**src/rtl/jump_charge_ctrl_pkg.sv**
```systemverilog
// Shared constants, state encoding and speed helper for the jump charge controller.
package jump_charge_ctrl_pkg;

  localparam int SQUEEZE_MAX = 14;
  localparam int V_INIT_MAX  = 255;

  typedef enum logic [2:0] {
    ST_IDLE,
    ST_WAIT_REL,
    ST_READY,
    ST_CHARGE,
    ST_LAUNCH,
    ST_FLIGHT
  } state_t;

  // Speed is formed in 12 bits so squeeze*step cannot wrap before saturation.
  function automatic logic [7:0] sat_speed(input logic [3:0] squeeze, input int v_base,
                                           input int v_step);
    logic [11:0] v;
    v = 12'(v_base) + 12'(squeeze) * 12'(v_step);
    if (v > 12'(V_INIT_MAX)) begin
      return 8'(V_INIT_MAX);
    end
    return v[7:0];
  endfunction

endpackage

```
**src/rtl/jump_charge_ctrl_btn_debounce.sv**
```systemverilog
// Two-flop synchroniser plus stable-level counter for the raw jump button.
module btn_debounce #(
  parameter int DEB_CYCLES = 250000
) (
  input  logic clk,
  input  logic rst,
  input  logic btn,
  output logic btn_q
);

  localparam int CW = $clog2(DEB_CYCLES + 1);

  logic [1:0]    sync_reg;
  logic [CW-1:0] cnt_reg;

  // The counter only advances while the synchronised sample disagrees with btn_q.
  always_ff @(posedge clk) begin
    if (rst) begin
      sync_reg <= 2'b00;
      cnt_reg  <= '0;
      btn_q    <= 1'b0;
    end else begin
      sync_reg <= {sync_reg[0], btn};
      if (sync_reg[1] != btn_q) begin
        if (cnt_reg == CW'(DEB_CYCLES - 1)) begin
          btn_q   <= sync_reg[1];
          cnt_reg <= '0;
        end else begin
          cnt_reg <= cnt_reg + 1'b1;
        end
      end else begin
        cnt_reg <= '0;
      end
    end
  end

endmodule

```
**src/rtl/jump_charge_ctrl.sv**
```systemverilog
// Jump sequencer: turns button hold time into squeeze level and launch speed,
// then runs the enable/done handshake with the jump module.
module jump_charge_ctrl
  import jump_charge_ctrl_pkg::*;
#(
  parameter int DEB_CYCLES     = 250000,
  parameter int TICK_CYCLES    = 1500000,
  parameter int V_BASE         = 20,
  parameter int V_STEP         = 8,
  parameter int TIMEOUT_CYCLES = 100000000
) (
  input  logic       clk,
  input  logic       rst,
  input  logic       i_btn,
  input  logic       i_arm,
  input  logic       i_jump_done,
  output logic       o_jump_en,
  output logic [7:0] o_v_init,
  output logic [3:0] o_squeeze,
  output logic       o_busy,
  output logic       o_land,
  output logic       o_timeout
);

  localparam int TW  = (TICK_CYCLES > 1) ? $clog2(TICK_CYCLES) : 1;
  localparam int TOW = (TIMEOUT_CYCLES > 1) ? $clog2(TIMEOUT_CYCLES) : 1;

  state_t         state_reg;
  logic [TW-1:0]  tick_reg;
  logic [TOW-1:0] to_cnt_reg;
  logic [1:0]     done_sync_reg;
  logic           btn_q;
  logic           btn_prev_reg;
  logic           jump_en_reg;
  logic [7:0]     v_init_reg;
  logic [3:0]     squeeze_reg;
  logic           busy_reg;
  logic           land_reg;
  logic           timeout_reg;
  logic           done_s;

  btn_debounce #(
    .DEB_CYCLES(DEB_CYCLES)
  ) u_btn_debounce (
    .clk  (clk),
    .rst  (rst),
    .btn  (i_btn),
    .btn_q(btn_q)
  );

  assign done_s = done_sync_reg[1];

  always_ff @(posedge clk) begin
    if (rst) begin
      state_reg     <= ST_IDLE;
      tick_reg      <= '0;
      to_cnt_reg    <= '0;
      done_sync_reg <= 2'b00;
      btn_prev_reg  <= 1'b0;
      jump_en_reg   <= 1'b0;
      v_init_reg    <= 8'd0;
      squeeze_reg   <= 4'd0;
      busy_reg      <= 1'b0;
      land_reg      <= 1'b0;
      timeout_reg   <= 1'b0;
    end else begin
      done_sync_reg <= {done_sync_reg[0], i_jump_done};
      btn_prev_reg  <= btn_q;
      land_reg      <= 1'b0;
      timeout_reg   <= 1'b0;

      case (state_reg)
        ST_IDLE: begin
          squeeze_reg <= 4'd0;
          busy_reg    <= 1'b0;
          jump_en_reg <= 1'b0;
          if (i_arm) begin
            state_reg <= ST_WAIT_REL;
          end
        end

        // A press already held when arming must be released first.
        ST_WAIT_REL: begin
          if (!i_arm) begin
            state_reg <= ST_IDLE;
          end else if (!btn_q) begin
            state_reg <= ST_READY;
          end
        end

        ST_READY: begin
          if (!i_arm) begin
            state_reg <= ST_IDLE;
          end else if (btn_q && !btn_prev_reg) begin
            state_reg   <= ST_CHARGE;
            squeeze_reg <= 4'd0;
            tick_reg    <= '0;
            busy_reg    <= 1'b1;
          end
        end

        // Abort outranks release; a release at squeeze 0 is a tap and is discarded.
        ST_CHARGE: begin
          if (!i_arm) begin
            state_reg   <= ST_IDLE;
            squeeze_reg <= 4'd0;
            busy_reg    <= 1'b0;
          end else if (!btn_q) begin
            if (squeeze_reg == 4'd0) begin
              state_reg <= ST_READY;
              busy_reg  <= 1'b0;
            end else begin
              state_reg   <= ST_LAUNCH;
              v_init_reg  <= sat_speed(squeeze_reg, V_BASE, V_STEP);
              jump_en_reg <= 1'b1;
              to_cnt_reg  <= '0;
            end
          end else if (tick_reg == TW'(TICK_CYCLES - 1)) begin
            tick_reg <= '0;
            if (squeeze_reg != 4'(SQUEEZE_MAX)) begin
              squeeze_reg <= squeeze_reg + 4'd1;
            end
          end else begin
            tick_reg <= tick_reg + 1'b1;
          end
        end

        // Wait for any done level left over from the previous jump to clear.
        ST_LAUNCH: begin
          if (to_cnt_reg == TOW'(TIMEOUT_CYCLES - 1)) begin
            state_reg   <= ST_IDLE;
            land_reg    <= 1'b1;
            timeout_reg <= 1'b1;
            jump_en_reg <= 1'b0;
            busy_reg    <= 1'b0;
            squeeze_reg <= 4'd0;
          end else begin
            to_cnt_reg <= to_cnt_reg + 1'b1;
            if (!done_s) begin
              state_reg <= ST_FLIGHT;
            end
          end
        end

        ST_FLIGHT: begin
          if (done_s || (to_cnt_reg == TOW'(TIMEOUT_CYCLES - 1))) begin
            state_reg   <= ST_IDLE;
            land_reg    <= 1'b1;
            timeout_reg <= !done_s;
            jump_en_reg <= 1'b0;
            busy_reg    <= 1'b0;
            squeeze_reg <= 4'd0;
          end else begin
            to_cnt_reg <= to_cnt_reg + 1'b1;
          end
        end

        default: begin
          state_reg <= ST_IDLE;
        end
      endcase
    end
  end

  assign o_jump_en = jump_en_reg;
  assign o_v_init  = v_init_reg;
  assign o_squeeze = squeeze_reg;
  assign o_busy    = busy_reg;
  assign o_land    = land_reg;
  assign o_timeout = timeout_reg;

endmodule

```
**config.mk**
```make
export PLATFORM = sky130hd
export DESIGN_NAME = jump_charge_ctrl
export DESIGN_NICKNAME = d
export VERILOG_FILES = /design/src/rtl/jump_charge_ctrl_pkg.sv /design/src/rtl/jump_charge_ctrl_btn_debounce.sv /design/src/rtl/jump_charge_ctrl.sv
export SDC_FILE = /design/constraint.sdc
export NUM_CORES = 1
export LEC_CHECK = 0
export BUFFER_PORTS_ARGS = -buffer_cell sky130_fd_sc_hd__buf_2
export CAP_MARGIN = 20
export CELL_PAD_IN_SITES_DETAIL_PLACEMENT = 0
export CELL_PAD_IN_SITES_GLOBAL_PLACEMENT = 2
export CORE_MARGIN = 5
export CORE_UTILIZATION = 37
export DETAILED_ROUTE_END_ITERATION = 8
export GPL_TIMING_DRIVEN = 1
export PLACE_DENSITY = 0.89
export RECOVER_POWER = 50
export SLEW_MARGIN = 20
export SYNTH_ARGS = -nofsm -noshare
export SYNTH_HDL_FRONTEND = slang
export SYNTH_SLANG_ARGS = --single-unit
export TNS_END_PERCENT = 1
```
**constraint.sdc**
```tcl
create_clock -name clk -period 2.7 [get_ports clk]
set_input_delay 0.54 -clock clk [delete_from_list [all_inputs] [get_ports clk]]
set_output_delay 0.54 -clock clk [all_outputs]
set_load 0.1 [all_outputs]
```
==> Yosys cells after proc, flatten, opt, wreduce, memory -nomap -nowiden <==
Cells that the tools add are included.
{ "totals": {"register_bits": 91, "inputBits": 5, "out_inout_bits": 16, "word_cells": 129} }
{ "op_classes": {"add_sub_neg": 5, "n_lt_le_gt_ge": 1, "eq_ne": 29, "mux": 58, "n_bitwise": 3, "n_reduce_logical": 19} }
{ "op_table": {"columns": ["operator", "count"], "rows": [
  ["$mux W27", 5],
  ["$mux W21", 5],
  ["$pmux W27 S3", 1],
  ["$pmux W21 S2", 1],
  ["$mux W3", 11],
  ["$mux W4", 8],
  ["$add A27 B1 Y27 const B", 1],
  ["$eq A27 B27 Y1 const B", 1],
  ["$add A21 B1 Y21 const B", 1],
  ["$eq A21 B21 Y1 const B", 1],
  ["$ne A3 B3 Y1 const B", 7],
  ["$ne A2 B2 Y1 const B", 10],
  ["$pmux W4 S5", 1],
  ["$mux W1", 19],
  ["$add A18 B1 Y18 const B", 1],
  ["$eq A18 B18 Y1 const B", 1],
  ["$pmux W3 S6", 1],
  ["$reduce_and A6 Y1", 3],
  ["$mux W8", 2],
  ["$add A5 B7 Y8 const A", 1],
  ["$gt A8 B8 Y1 const B", 1],
  ["$reduce_and A8 Y1", 1],
  ["$reduce_and A7 Y1", 1],
  ["$eq A3 B2 Y1 const B", 2],
  ["other kinds (24)", 29]
]} }

==> Longest topological paths before layout <==
{ "depth": {"word_depth": 9, "ltp_mapped": 10, "depth_no_buf": 7} }

==> Modules after synthesis <==
Synthesis repeated with hierarchy kept, for this count alone.
{ "unflattened": {"cells_unflattened": 538, "area_unflattened_um2": 4440.5} }
{ "modules_own_cells": {"columns": ["mod", "instances", "cells_per_inst", "area_per_inst_um2", "seq_area_each_um2"], "rows": [
  ["jump_charge_ctrl", 1, 434, 3527.1, 1361.3],
  ["btn_debounce", 1, 104, 913.4, 420.4]
]} }

==> Worst setup path before layout <==
OpenSTA, ideal clock, no wires.
{ "synth_timing": {"kind": "register to register", "start": "register squeeze_reg[0] (netlist: o_squeeze[0])", "end": "register to_cnt_reg[7]", "setup_ns": 0.124, "arrival_ns": 2.631, "required_ns": 2.576, "setup_slack_ns": -0.055, "stages_incl_launch_ff": 9, "path_buffers": 1, "period_less_slack_ns": 2.755, "cell_sequence": "dfxtp_1 -> inv_1 -> ha_1 -> nor3b_1 -> nor3_2 -> a211oi_4 -> buf_6 -> o21ai_0 -> o31ai_1"} }
{ "synth_between": {"elab_chain_len": 3} }
{ "synth_rtl": {"columns": ["item", "line", "rtl"], "rows": [
  ["start: declaration", "jump_charge_ctrl.sv:36", "logic [3:0] squeeze_reg;"],
  ["start signal: assignment", "jump_charge_ctrl.sv:121", "squeeze_reg <= squeeze_reg + 4'd1;"],
  ["$logic_not A4 Y1", "jump_charge_ctrl.sv:109", "if (squeeze_reg == 4'd0) begin"],
  ["$ne A2 B2 Y1 (no line)", null, null],
  ["$reduce_and A6 Y1 (no line)", null, null],
  ["end signal: assignment", "jump_charge_ctrl.sv:138", "to_cnt_reg <= to_cnt_reg + 1'b1;"],
  ["end signal: assignment", "jump_charge_ctrl.sv:154", "to_cnt_reg <= to_cnt_reg + 1'b1;"],
  ["end: declaration", "jump_charge_ctrl.sv:30", "logic [TOW-1:0] to_cnt_reg;"]
]} }
No other way between the ends.
A chain may end at the register's enable or synchronous reset.

==> Worst setup path after layout <==
{ "layout_timing": {"start": "register to_cnt_reg[0]", "end": "register squeeze_reg[2] (netlist: o_squeeze[2])"} }
{ "layout_between": {"elab_chain_len": 4} }
{ "layout_rtl": {"columns": ["item", "line", "rtl"], "rows": [
  ["$eq A27 B27 Y1 *", "jump_charge_ctrl.sv:130, jump_charge_ctrl.sv:146", null],
  ["$logic_or A1 B1 Y1", "jump_charge_ctrl.sv:146", "if (done_s || (to_cnt_reg == TOW'(TIMEOUT_CYCLES - 1))) begin"],
  ["$ne A2 B2 Y1 (no line)", null, null],
  ["$reduce_and A8 Y1 (no line) *", null, null]
]} }
Every way passes the cells marked *; elsewhere a longest branch is shown, timed or not.

==> impl_metrics.json <==
{
  "outcome": "finished, final reports clean",
  "synthTopCellsByArea": "dfxtp_1 41%, nor2_1 6.0%, xor2_1 4.0%",
  "min_to": "u_btn_debounce.sync_reg[0]",
  "root_buffer": "clkbuf_16",
  "die_w_um": 118,
  "arrival_ps": 2680,
  "grt_pass1_wl_um": 17000,
  "place.detailed.hpwl_um": 6980,
  "drtAntennaViolNets": 0,
  "synth_enable_flop_cells": 0,
  "yosysTopAreaCell": "dfxtp_1",
  "ios": 21,
  "core_area_um2": 11500,
  "insertion_delay_ps": 340,
  "final_core_util": 0.427,
  "areaGrowthSynthToFinish_pct": 12.5,
  "worstPathMaxFanout": 7,
  "clk_pin_slew_ps": 70,
  "critPathTopFamily": "compound AO/OA/AOI/OAI gates",
  "fmax_mhz": 410,
  "first_global_vias": 3475,
  "rows": 39,
  "final_cells": 698,
  "ys_ff_latch": 89,
  "synth.distinct_cells": 60,
  "setup_viol": 0,
  "criticalPathCategory": "reg -> reg",
  "end_kind": "register",
  "post-route-min-period_ps": 2440,
  "r2r_start": "to_cnt_reg[0]",
  "fill_cells": 1162,
  "nets": 562,
  "postCtsSetupBuffers": 0,
  "ctsHoldBuffers": 0,
  "start_kind": "register",
  "gp_congestion": 0.764,
  "wl_per_cell_um": 14.1,
  "drc": 0,
  "cp.required_ps": 2940,
  "synthesis.area_um2": 4350,
  "rr_worst_depth": 7,
  "finalSetupTns_ps": 0,
  "ff_latch_area_um2": 1780,
  "cts_tree": "yes",
  "worst_slew_pin_slew_ps": 1190,
  "cp_cell_sequence": "ha_1 > nand3_1 > or3_4 > o41a_1 > nand2_1 > a21oi_1 > a211o_1",
  "grt_usage": 0.145,
  "slew-limit-headroom": 0.211,
  "ys.flop_type": "dfxtp_1",
  "holdCritStartpoint": "i_btn",
  "synth_most_common_cell": "dfxtp_1",
  "drt-initial-drc-count": 234,
  "crit_path_max_incr_delay_ps": 490,
  "holdPathStages": 2,
  "cts_sinks": 89,
  "syn_area_per_cell_um2": 8.26,
  "die_area_um2": 14000,
  "cts_buffer_depth": 2,
  "hp-class": "in -> reg",
  "cts_resized": 0,
  "portBuffers": 18,
  "r2r-end": "o_squeeze[2]",
  "globalRouteOverflowTotal": 0,
  "yosysWarningCount": 0,
  "synth_top_area_frac": 0.410,
  "path_buf_inv": 0,
  "ys_seq_area_frac": 0.410,
  "hold_violations": 0,
  "place_area_um2": 4650,
  "htree_levels": 3,
  "synth_common_cells": "89 x dfxtp_1, 69 x nor2_1, 42 x nand2_1",
  "power_leakage_nw": 1.66,
  "initial_core_util": 0.379,
  "reg2reg_slack_ps": 260,
  "dp_cells": 682,
  "rsz0062_at_grt": "false",
  "powerDensity_nw_per_um2": 540,
  "fin_crit_sh": 0.904,
  "crit_slowest_cell": "o41a_1",
  "fin_skew_ps": 7.10,
  "slew_viol_final": 0,
  "cap_violations": 0,
  "synth-async-reset-ratio": 0,
  "cts_buffers": 9,
  "antenna_found_initial": 0,
  "layout-drive-gt1-share": 0.0865,
  "drt-total-wl_um": 9870,
  "via_count": 3712,
  "viasPerCell": 5.32,
  "final_area_um2": 4890,
  "ir_drop_mv": 0.589,
  "diodes": 0,
  "die_y_um": 118,
  "multi_input_area_um2": 2380,
  "dr.pass1.iters": 4,
  "grt_start_max_net_pins": 28,
  "largest_reg_flops": 27,
  "syn_inst": 526
}
## placed cells by master (no fill, tap or decap), drive strengths merged, types with 3 or more instances in the layout
master  synthesis  routed
a31oi           8       8
nor4b           3       3
a211o           3       3
nor2           69      69
nand4          21      21
ha              7       7
nor4bb          3       3
and4            4       4
or2             3       3
dfxtp          89      89
or4             3       3
clkbuf         14      32
o31ai           5       5
nor4           11      11
xor2           20      20
nor3           18      18
nand2          43      43
inv            15      17
nor2b           8       8
o21ai          38      38
nor3b           3       3
a21o            5       5
a311oi          3       3
buf            11      16
and3           11      11
a21oi          24      24
nand3          28      28
xnor2          15      15
and2            4       4
nand2b          3       3
nand4b          3       3
or3            11      11
a211oi          4       4
## area by class of cell
cell class / instances / share of cell area
inverters: 15 / 0.0115
repair buffers: 37 / 0.0422
clock inverters: 5 / 0.00767
well taps: 143 / 0.0366
clock buffers: 11 / 0.0517
multi-input cells: 398 / 0.486
flip-flops and latches: 89 / 0.364
## how the worst max path moves through the flow
stage / startpoint / endpoint / slack, ps / cells after the start
after floorplan: o_squeeze[1] / to_cnt_reg[7] / 20 / 8
after global placement: to_cnt_reg[0] / o_squeeze[2] / 320 / 7
after detailed placement: to_cnt_reg[0] / o_squeeze[3] / 270 / 7
after CTS: to_cnt_reg[0] / o_squeeze[2] / 250 / 7
after global routing: to_cnt_reg[0] / o_squeeze[2] / 70 / 7
final: to_cnt_reg[0] / o_squeeze[2] / 260 / 7
## stage by stage
step | hold WS [ps] | power [W] | setup slack, ps
after floorplan | 414 | 0.00143 | 16.6
after global placement | 419 | 0.00146 | 316
after detailed placement | 429 | 0.00146 | 270
after CTS | 421 | 0.00268 | 251
after global routing | 446 | 0.00274 | 67.3
final | 428 | 0.00264 | 259
## cells by family (layout without fill, tap and decap cells)
kind of cell / Yosys count / after routing / share of synthesized area
AO/OA/AOI/OAI: 101 / 101 / 0.149
XOR/XNOR: 35 / 35 / 0.0705
adder cells (fa/ha/maj): 7 / 7 / 0.0201
buffers and inverters: 40 / 68 / 0.0417
flip-flops: 89 / 89 / 0.410
multiplexers: 1 / 1 / 0.00230
other: 1 / 2 / 0.000863
AND/OR/NAND/NOR: 252 / 252 / 0.306
## metal layers
metal	GRT usage	wire length [um]	vias up
met5	0	0	-
met4	0.0404	119	0
met3	0.0420	387	8
met2	0.222	4340	48
met1	0.200	5020	1734
li1	-	-	1922
## report_power, final
group / internal, W / switching, W / leakage [nW] / total [W]
Sequential: 0.00132 / 0.00000696 / 0.718 / 0.00133
Clock: 0.000679 / 0.000533 / 0.139 / 0.00121
Combinational: 0.0000321 / 0.0000682 / 0.804 / 0.000100
Total: 0.00203 / 0.000608 / 1.66 / 0.00264
(Power assumes the default switching activity.)
